File: src/rtl/matrix_pkg.sv
// Shared definitions for the LED matrix scan path: FSM states, pixel word
// bit order and the default panel geometry.
package matrix_pkg;

  localparam int DEF_COLS      = 64;
  localparam int DEF_ROWS_HALF = 16;

  // pix_data is {R0,G0,B0,R1,G1,B1}, upper half-panel first
  localparam int PIX_R0 = 5;
  localparam int PIX_G0 = 4;
  localparam int PIX_B0 = 3;
  localparam int PIX_R1 = 2;
  localparam int PIX_G1 = 1;
  localparam int PIX_B1 = 0;

  typedef enum logic [2:0] {
    ST_IDLE    = 3'd0,
    ST_SHIFT   = 3'd1,
    ST_BLANK   = 3'd2,
    ST_LATCH   = 3'd3,
    ST_DISPLAY = 3'd4
  } scan_state_e;

endpackage

File: src/rtl/matrix_shift_out.sv
// Shift phase of one panel row: k counter, pixel read addressing, shift clock
// and colour line timing. Colours are loaded while m_clk is low and held for
// the following rising edge.
module matrix_shift_out
  import matrix_pkg::*;
#(
  parameter int COLS      = DEF_COLS,
  parameter int ROWS_HALF = DEF_ROWS_HALF
) (
  input  logic                         clk,
  input  logic                         rst,
  input  logic                         start,
  input  logic [$clog2(ROWS_HALF)-1:0] row,
  input  logic [5:0]                   pix_data,
  output logic [$clog2(COLS)-1:0]      pix_rd_col,
  output logic [$clog2(ROWS_HALF)-1:0] pix_rd_row,
  output logic [5:0]                   colour,
  output logic                         m_clk,
  output logic                         last
);

  localparam int COL_W = $clog2(COLS);
  localparam int ROW_W = $clog2(ROWS_HALF);
  localparam int K_W   = $clog2(2 * COLS + 2);
  localparam logic [K_W-1:0]   K_LAST  = K_W'(2 * COLS + 1);
  localparam logic [K_W-1:0]   K_COLS2 = K_W'(2 * COLS);
  localparam logic [K_W-1:0]   K_FIRST_CLK = K_W'(3);
  localparam logic [COL_W-1:0] COL_MAX = {COL_W{1'b1}};

  logic             active_q, active_d;
  logic [K_W-1:0]   k_q, k_d;
  logic [COL_W-1:0] pix_rd_col_q, pix_rd_col_d;
  logic [ROW_W-1:0] pix_rd_row_q, pix_rd_row_d;
  logic [5:0]       colour_q, colour_d;
  logic             m_clk_q, m_clk_d;

  // Next-state for the k counter and the registered shift outputs
  always_comb begin
    active_d     = active_q;
    k_d          = k_q;
    pix_rd_col_d = pix_rd_col_q;
    pix_rd_row_d = pix_rd_row_q;
    colour_d     = colour_q;
    m_clk_d      = 1'b0;

    if (start) begin
      active_d = 1'b1;
      k_d      = {K_W{1'b0}};
    end else if (active_q && (k_q == K_LAST)) begin
      active_d = 1'b0;
      k_d      = {K_W{1'b0}};
    end else if (active_q) begin
      k_d = k_q + K_W'(1);
    end else begin
      active_d = active_q;
    end

    // Outputs are registered, so they are derived from the upcoming k
    if (active_d) begin
      pix_rd_row_d = row;
      if (k_d < K_COLS2) begin
        pix_rd_col_d = k_d[COL_W:1];
      end else begin
        pix_rd_col_d = COL_MAX;
      end
      if (k_d[0] && (k_d >= K_FIRST_CLK)) begin
        m_clk_d = 1'b1;
      end else begin
        m_clk_d = 1'b0;
      end
    end else begin
      pix_rd_row_d = pix_rd_row_q;
      pix_rd_col_d = pix_rd_col_q;
    end

    // Data for the address of even k arrives during odd k
    if (active_q && k_q[0] && (k_q < K_COLS2)) begin
      colour_d = pix_data;
    end else begin
      colour_d = colour_q;
    end
  end

  // Shift-phase state registers with synchronous active-low reset
  always_ff @(posedge clk) begin
    if (!rst) begin
      active_q     <= 1'b0;
      k_q          <= {K_W{1'b0}};
      pix_rd_col_q <= {COL_W{1'b0}};
      pix_rd_row_q <= {ROW_W{1'b0}};
      colour_q     <= 6'd0;
      m_clk_q      <= 1'b0;
    end else begin
      active_q     <= active_d;
      k_q          <= k_d;
      pix_rd_col_q <= pix_rd_col_d;
      pix_rd_row_q <= pix_rd_row_d;
      colour_q     <= colour_d;
      m_clk_q      <= m_clk_d;
    end
  end

  assign pix_rd_col = pix_rd_col_q;
  assign pix_rd_row = pix_rd_row_q;
  assign colour     = colour_q;
  assign m_clk      = m_clk_q;
  assign last       = active_q && (k_q == K_LAST);

endmodule

File: src/rtl/matrix_scan_driver.sv
// HUB75-style row scan driver: shifts one row of pixels, blanks, latches and
// displays it for ON_CYCLES clocks, then advances to the next row.
module matrix_scan_driver
  import matrix_pkg::*;
#(
  parameter int COLS      = DEF_COLS,
  parameter int ROWS_HALF = DEF_ROWS_HALF,
  parameter int ON_CYCLES = 256
) (
  input  logic                         clk,
  input  logic                         rst,
  input  logic                         en,
  output logic [$clog2(COLS)-1:0]      pix_rd_col,
  output logic [$clog2(ROWS_HALF)-1:0] pix_rd_row,
  input  logic [5:0]                   pix_data,
  output logic                         r0,
  output logic                         g0,
  output logic                         b0,
  output logic                         r1,
  output logic                         g1,
  output logic                         b1,
  output logic                         m_clk,
  output logic                         m_lat,
  output logic                         m_oe_n,
  output logic [$clog2(ROWS_HALF)-1:0] m_addr,
  output logic                         frame_done
);

  localparam int ROW_W = $clog2(ROWS_HALF);
  localparam int CNT_W = (ON_CYCLES > 1) ? $clog2(ON_CYCLES) : 1;
  localparam logic [CNT_W-1:0] CNT_LAST = CNT_W'(ON_CYCLES - 1);
  localparam logic [ROW_W-1:0] ROW_LAST = {ROW_W{1'b1}};

  scan_state_e      state_q, state_d;
  logic [ROW_W-1:0] r_q, r_d;
  logic [CNT_W-1:0] cnt_q, cnt_d;
  logic             m_lat_q, m_lat_d;
  logic             m_oe_n_q, m_oe_n_d;
  logic [ROW_W-1:0] m_addr_q, m_addr_d;
  logic             frame_done_q, frame_done_d;
  logic             shift_start_s;
  logic             shift_last_s;
  logic [5:0]       colour_s;

  // Row sequencing FSM next-state and output decode
  always_comb begin
    state_d       = state_q;
    r_d           = r_q;
    cnt_d         = cnt_q;
    m_addr_d      = m_addr_q;
    frame_done_d  = 1'b0;
    shift_start_s = 1'b0;

    case (state_q)
      ST_IDLE: begin
        if (en) begin
          state_d       = ST_SHIFT;
          shift_start_s = 1'b1;
        end else begin
          state_d = ST_IDLE;
        end
      end
      ST_SHIFT: begin
        if (shift_last_s) begin
          state_d  = ST_BLANK;
          m_addr_d = r_q;
        end else begin
          state_d = ST_SHIFT;
        end
      end
      ST_BLANK: begin
        state_d = ST_LATCH;
      end
      ST_LATCH: begin
        state_d = ST_DISPLAY;
        cnt_d   = {CNT_W{1'b0}};
      end
      ST_DISPLAY: begin
        if (cnt_q == CNT_LAST) begin
          r_d          = r_q + ROW_W'(1);
          frame_done_d = (r_q == ROW_LAST);
          if (en) begin
            state_d       = ST_SHIFT;
            shift_start_s = 1'b1;
          end else begin
            state_d = ST_IDLE;
          end
        end else begin
          cnt_d = cnt_q + CNT_W'(1);
        end
      end
      default: begin
        state_d = ST_IDLE;
      end
    endcase

    m_lat_d  = (state_d == ST_LATCH);
    m_oe_n_d = (state_d != ST_DISPLAY);
  end

  // FSM state and registered panel control outputs
  always_ff @(posedge clk) begin
    if (!rst) begin
      state_q      <= ST_IDLE;
      r_q          <= {ROW_W{1'b0}};
      cnt_q        <= {CNT_W{1'b0}};
      m_lat_q      <= 1'b0;
      m_oe_n_q     <= 1'b1;
      m_addr_q     <= {ROW_W{1'b0}};
      frame_done_q <= 1'b0;
    end else begin
      state_q      <= state_d;
      r_q          <= r_d;
      cnt_q        <= cnt_d;
      m_lat_q      <= m_lat_d;
      m_oe_n_q     <= m_oe_n_d;
      m_addr_q     <= m_addr_d;
      frame_done_q <= frame_done_d;
    end
  end

  matrix_shift_out #(
    .COLS      (COLS),
    .ROWS_HALF (ROWS_HALF)
  ) u_shift (
    .clk        (clk),
    .rst        (rst),
    .start      (shift_start_s),
    .row        (r_d),
    .pix_data   (pix_data),
    .pix_rd_col (pix_rd_col),
    .pix_rd_row (pix_rd_row),
    .colour     (colour_s),
    .m_clk      (m_clk),
    .last       (shift_last_s)
  );

  assign r0         = colour_s[PIX_R0];
  assign g0         = colour_s[PIX_G0];
  assign b0         = colour_s[PIX_B0];
  assign r1         = colour_s[PIX_R1];
  assign g1         = colour_s[PIX_G1];
  assign b1         = colour_s[PIX_B1];
  assign m_lat      = m_lat_q;
  assign m_oe_n     = m_oe_n_q;
  assign m_addr     = m_addr_q;
  assign frame_done = frame_done_q;

endmodule
File: config.mk
export PLATFORM = sky130hd
export DESIGN_NAME = matrix_scan_driver
export DESIGN_NICKNAME = d
export VERILOG_FILES = /design/src/rtl/matrix_pkg.sv /design/src/rtl/matrix_shift_out.sv /design/src/rtl/matrix_scan_driver.sv
export SDC_FILE = /design/constraint.sdc
export NUM_CORES = 1
export LEC_CHECK = 0
export BUFFER_PORTS_ARGS = -buffer_cell sky130_fd_sc_hd__buf_4
export CAP_MARGIN = 20
export CORE_MARGIN = 1
export CORE_UTILIZATION = 52
export CTS_CLUSTER_SIZE = 30
export DETAILED_ROUTE_END_ITERATION = 8
export PLACE_DENSITY = 0.82
export SETUP_SLACK_MARGIN = 0.2
export SLEW_MARGIN = 25
export SYNTH_ARGS = -nofsm -noshare
export SYNTH_HDL_FRONTEND = slang
export SYNTH_SLANG_ARGS = --single-unit
File: constraint.sdc
create_clock -name clk -period 3 [get_ports clk]
set_clock_uncertainty 0.2 [all_clocks]
set_input_delay 0.3 -clock clk [delete_from_list [all_inputs] [get_ports clk]]
set_output_delay 0.3 -clock clk [all_outputs]
set_load 0.02 [all_outputs]
==> results.yml <==
sta:
  finalHoldViolations: 0
  post-route-period-util_pct: 71.2
  worst_hold_slack_ns: 0.0607
  setup_violations: 0
  slew_headroom_pct: 56.1
  rsz0062_at_grt: "no"
  fmax_mhz: 468
  finalSetupTns_ns: 0
  worstMarginPinSlew_ns: 0.656
  fin_crit_ns: 2.13
  drv_slew: 0
critical_path:
  cp_max_fo: 4
  path_buf_inv: 0
  crit_slowest_cell: "o21ai_0"
  timing.rr.end: "u_shift.pix_rd_col[3]"
  r2r_setup_slack_ns: 0.87
  cp-start-kind: "flip-flop"
  worstPathCellList: "ha_1 -> nand3_1 -> o21a_1 -> o21ai_0 -> nor2_1 -> o221a_1"
  reg2reg_depth: 6
  crit_arrival_ns: 2.12
  crit_type: "flip-flop to flip-flop"
  critPathCaptureType: "flip-flop"
  timing.rr.start: "cnt_q[0]"
  cpLargestDelayFamily: "compound AO/OA/AOI/OAI gates"
  crit_required_ns: 2.99
  cp_slowest_stage_delay_ns: 0.48
logic_synthesis:
  yosysSeqAreaShare_pct: 45.0
  syn-cell-area_mm2: 0.00214
  yosysTopAreaCell: "dfxtp_1"
  synth-edff-count: 0
  yosys_warnings: 0
  synthTopCellsByArea: "dfxtp_1 45%, mux2i_1 5.2%, nor2b_1 4.7%"
  yosys_register_bits: 48
  synth_top_area_share_pct: 45.0
  synthFlopType: "dfxtp_1"
  synth_common_cells: "48 x dfxtp_1, 20 x nor2_1, 16 x nor2b_1, 15 x nand2_1, 11 x mux2i_1"
  synth.distinct_cells: 47
  synth-async-reset-ratio_pct: 0
  synth_fp_nets: 231
  synth_cells: 217
  syn_avg_cell_area_um2: 9.84
  synth_most_common_cell: "dfxtp_1"
clocking:
  clock_path_buffers: 2
  cts-root-buf: "clkbuf_8"
  numClockSinks: 48
  clkTransAtPathRegs_ns: 0.09
  clock_latency_ns: 0.30
  numCtsBuffers: 5
  ctsHoldBuffers: 0
  cts_resized: 0
  cts_tree: "built"
  cts.htree.levels: 2
  cts_setup_buffers: 0
floorplanning:
  start_util_pct: 56.2
  die_area_mm2: 0.00437
  die_x_um: 66.1
  coreArea_mm2: 0.00380
  io_pins: 33
  die_h_um: 66.1
  std_cell_rows: 22
global_route:
  antenna_found_initial: 0
  grt_max_degree: 35
  grt_pass1_wl_um: 6840
  grt_pass1_vias: 1478
  grt.overflow.total: 0
  grt_use_total_pct: 21.3
layout:
  fin_cells: 296
  flow.area_growth_from_synthesis_pct: 15.9
  multi_input_area_mm2: 0.00110
  antenna_cells: 0
  regArea_um2: 961
  nNetsFinal: 261
  layout-drive-gt1-share_pct: 21.0
  num-fill-cells: 302
drt:
  drt_pass1_iterations: 4
  remaining_drc_errors: 0
  wl_per_cell_um: 13.6
  drt-total-wl_um: 4030
  postRouteAntennaNets: 0
  drt-initial-drc-count: 34
  routed_via_density: 5.39
  vias: 1596
power:
  p_int_mw: 0.885
  ir_drop_v: 0.000320
  p_clk_share_pct: 34.0
  leakagePower_nw: 0.954
  power_switching_mw: 0.276
  cellPowerDensity_mw_per_mm2: 469
  seqPwrFrac_pct: 57.3
  p_sw_share_pct: 23.8
  power_frac_comb_pct: 8.8
min_path:
  holdPathStages: 3
  min_from: "pix_data[1]"
  hold_end: "u_shift.colour[1]"
  hp-class: "input port to flip-flop"
placement:
  place.gp.congestion: 0.928
  place_inst: 288
  place_hpwl_um: 2870
  numPortBuffers: 32
outcome:
  status: "finished clean"
job:
  cap_violations: 0
## metal layers
layer | vias up | track usage, % | wire [um]
met3 | 6 | 6.03 | 211
li1 | 815 | - | -
met1 | 729 | 28.0 | 1930
met5 | - | 0 | 0
met4 | 0 | 12.0 | 66
met2 | 46 | 31.1 | 1820
## final cells by class
class                           count  area share (%)
Inverter                            4           0.607
Multi-Input combinational cell    156            44.6
Sequential cell                    48            38.8
Clock buffer                        7            3.49
Timing Repair Buffer               32            9.71
Clock inverter                      1           0.303
Tap cell                           48            2.43
## cells by family after synthesis
family | Yosys count | synth area share (%)
simple gates | 91 | 25.4
flops | 48 | 45.0
compound gates | 36 | 12.9
xor+xnor | 13 | 5.33
buf+inv | 13 | 3.28
mux | 11 | 5.16
fa+ha+maj | 5 | 2.93
## cell usage in the layout, fill, tap and decap left out, types with 7 or more instances in the layout
cell,instances
buf_4,32
nand3_1,10
xnor2_1,8
dfxtp_1,48
o21ai_0,8
nand2_1,15
nor2_1,20
mux2i_1,11
nor2b_1,16
a21oi_1,7
## through the flow
step | instance area [um2] | utilization (%) | power [mW] | setup WS [ns]
final | 2470 | 65.2 | 1.16 | 0.865
after global routing | 2470 | 65.2 | 1.22 | 0.727
after CTS | 2470 | 65.2 | 1.18 | 0.883
after detailed placement | 2380 | 62.7 | 0.782 | 0.902
after global placement | 2380 | 62.7 | 0.780 | 0.927
after floorplan | 2140 | - | 0.747 | 1.11
## power groups by stage
stage | registers, mW | clock network (mW) | logic, mW
after floorplan | 0.690 | 0 | 0.0573
after global placement | 0.679 | 0 | 0.101
after detailed placement | 0.680 | 0 | 0.102
after CTS | 0.665 | 0.409 | 0.103
after global routing | 0.668 | 0.436 | 0.111
final | 0.665 | 0.394 | 0.102
## state kept, by name (all words and copies together), names as in the netlist
register / cells
cnt_q: 8
u_shift.k_q: 8
u_shift.colour: 6
u_shift.pix_rd_col: 6
m_addr: 4
r_q: 4
u_shift.pix_rd_row: 4
state_q: 3
frame_done: 1
m_lat: 1
m_oe_n: 1
u_shift.active_q: 1
u_shift.m_clk: 1
## worst reg2reg max path, cell delays in order (launching register included)
cell and delay (ns):
dfxtp_1 0.38, ha_1 0.23, nand3_1 0.16, o21a_1 0.26, o21ai_0 0.48, nor2_1 0.09
o221a_1 0.23
## worst max-delay path by stage
stage | cells after the start | slack, ns | startpoint | to
after global placement | 6 | 0.93 | u_shift.k_q[0] | m_addr[0]
after floorplan | 6 | 1.11 | u_shift.k_q[0] | m_addr[0]
after detailed placement | 6 | 0.90 | u_shift.k_q[0] | m_addr[1]
after CTS | 6 | 0.88 | cnt_q[0] | u_shift.pix_rd_col[3]
final | 6 | 0.87 | cnt_q[0] | u_shift.pix_rd_col[3]
after global routing | 6 | 0.73 | cnt_q[0] | cnt_q[2]
Note: power is estimated with default switching activity, not from simulation.
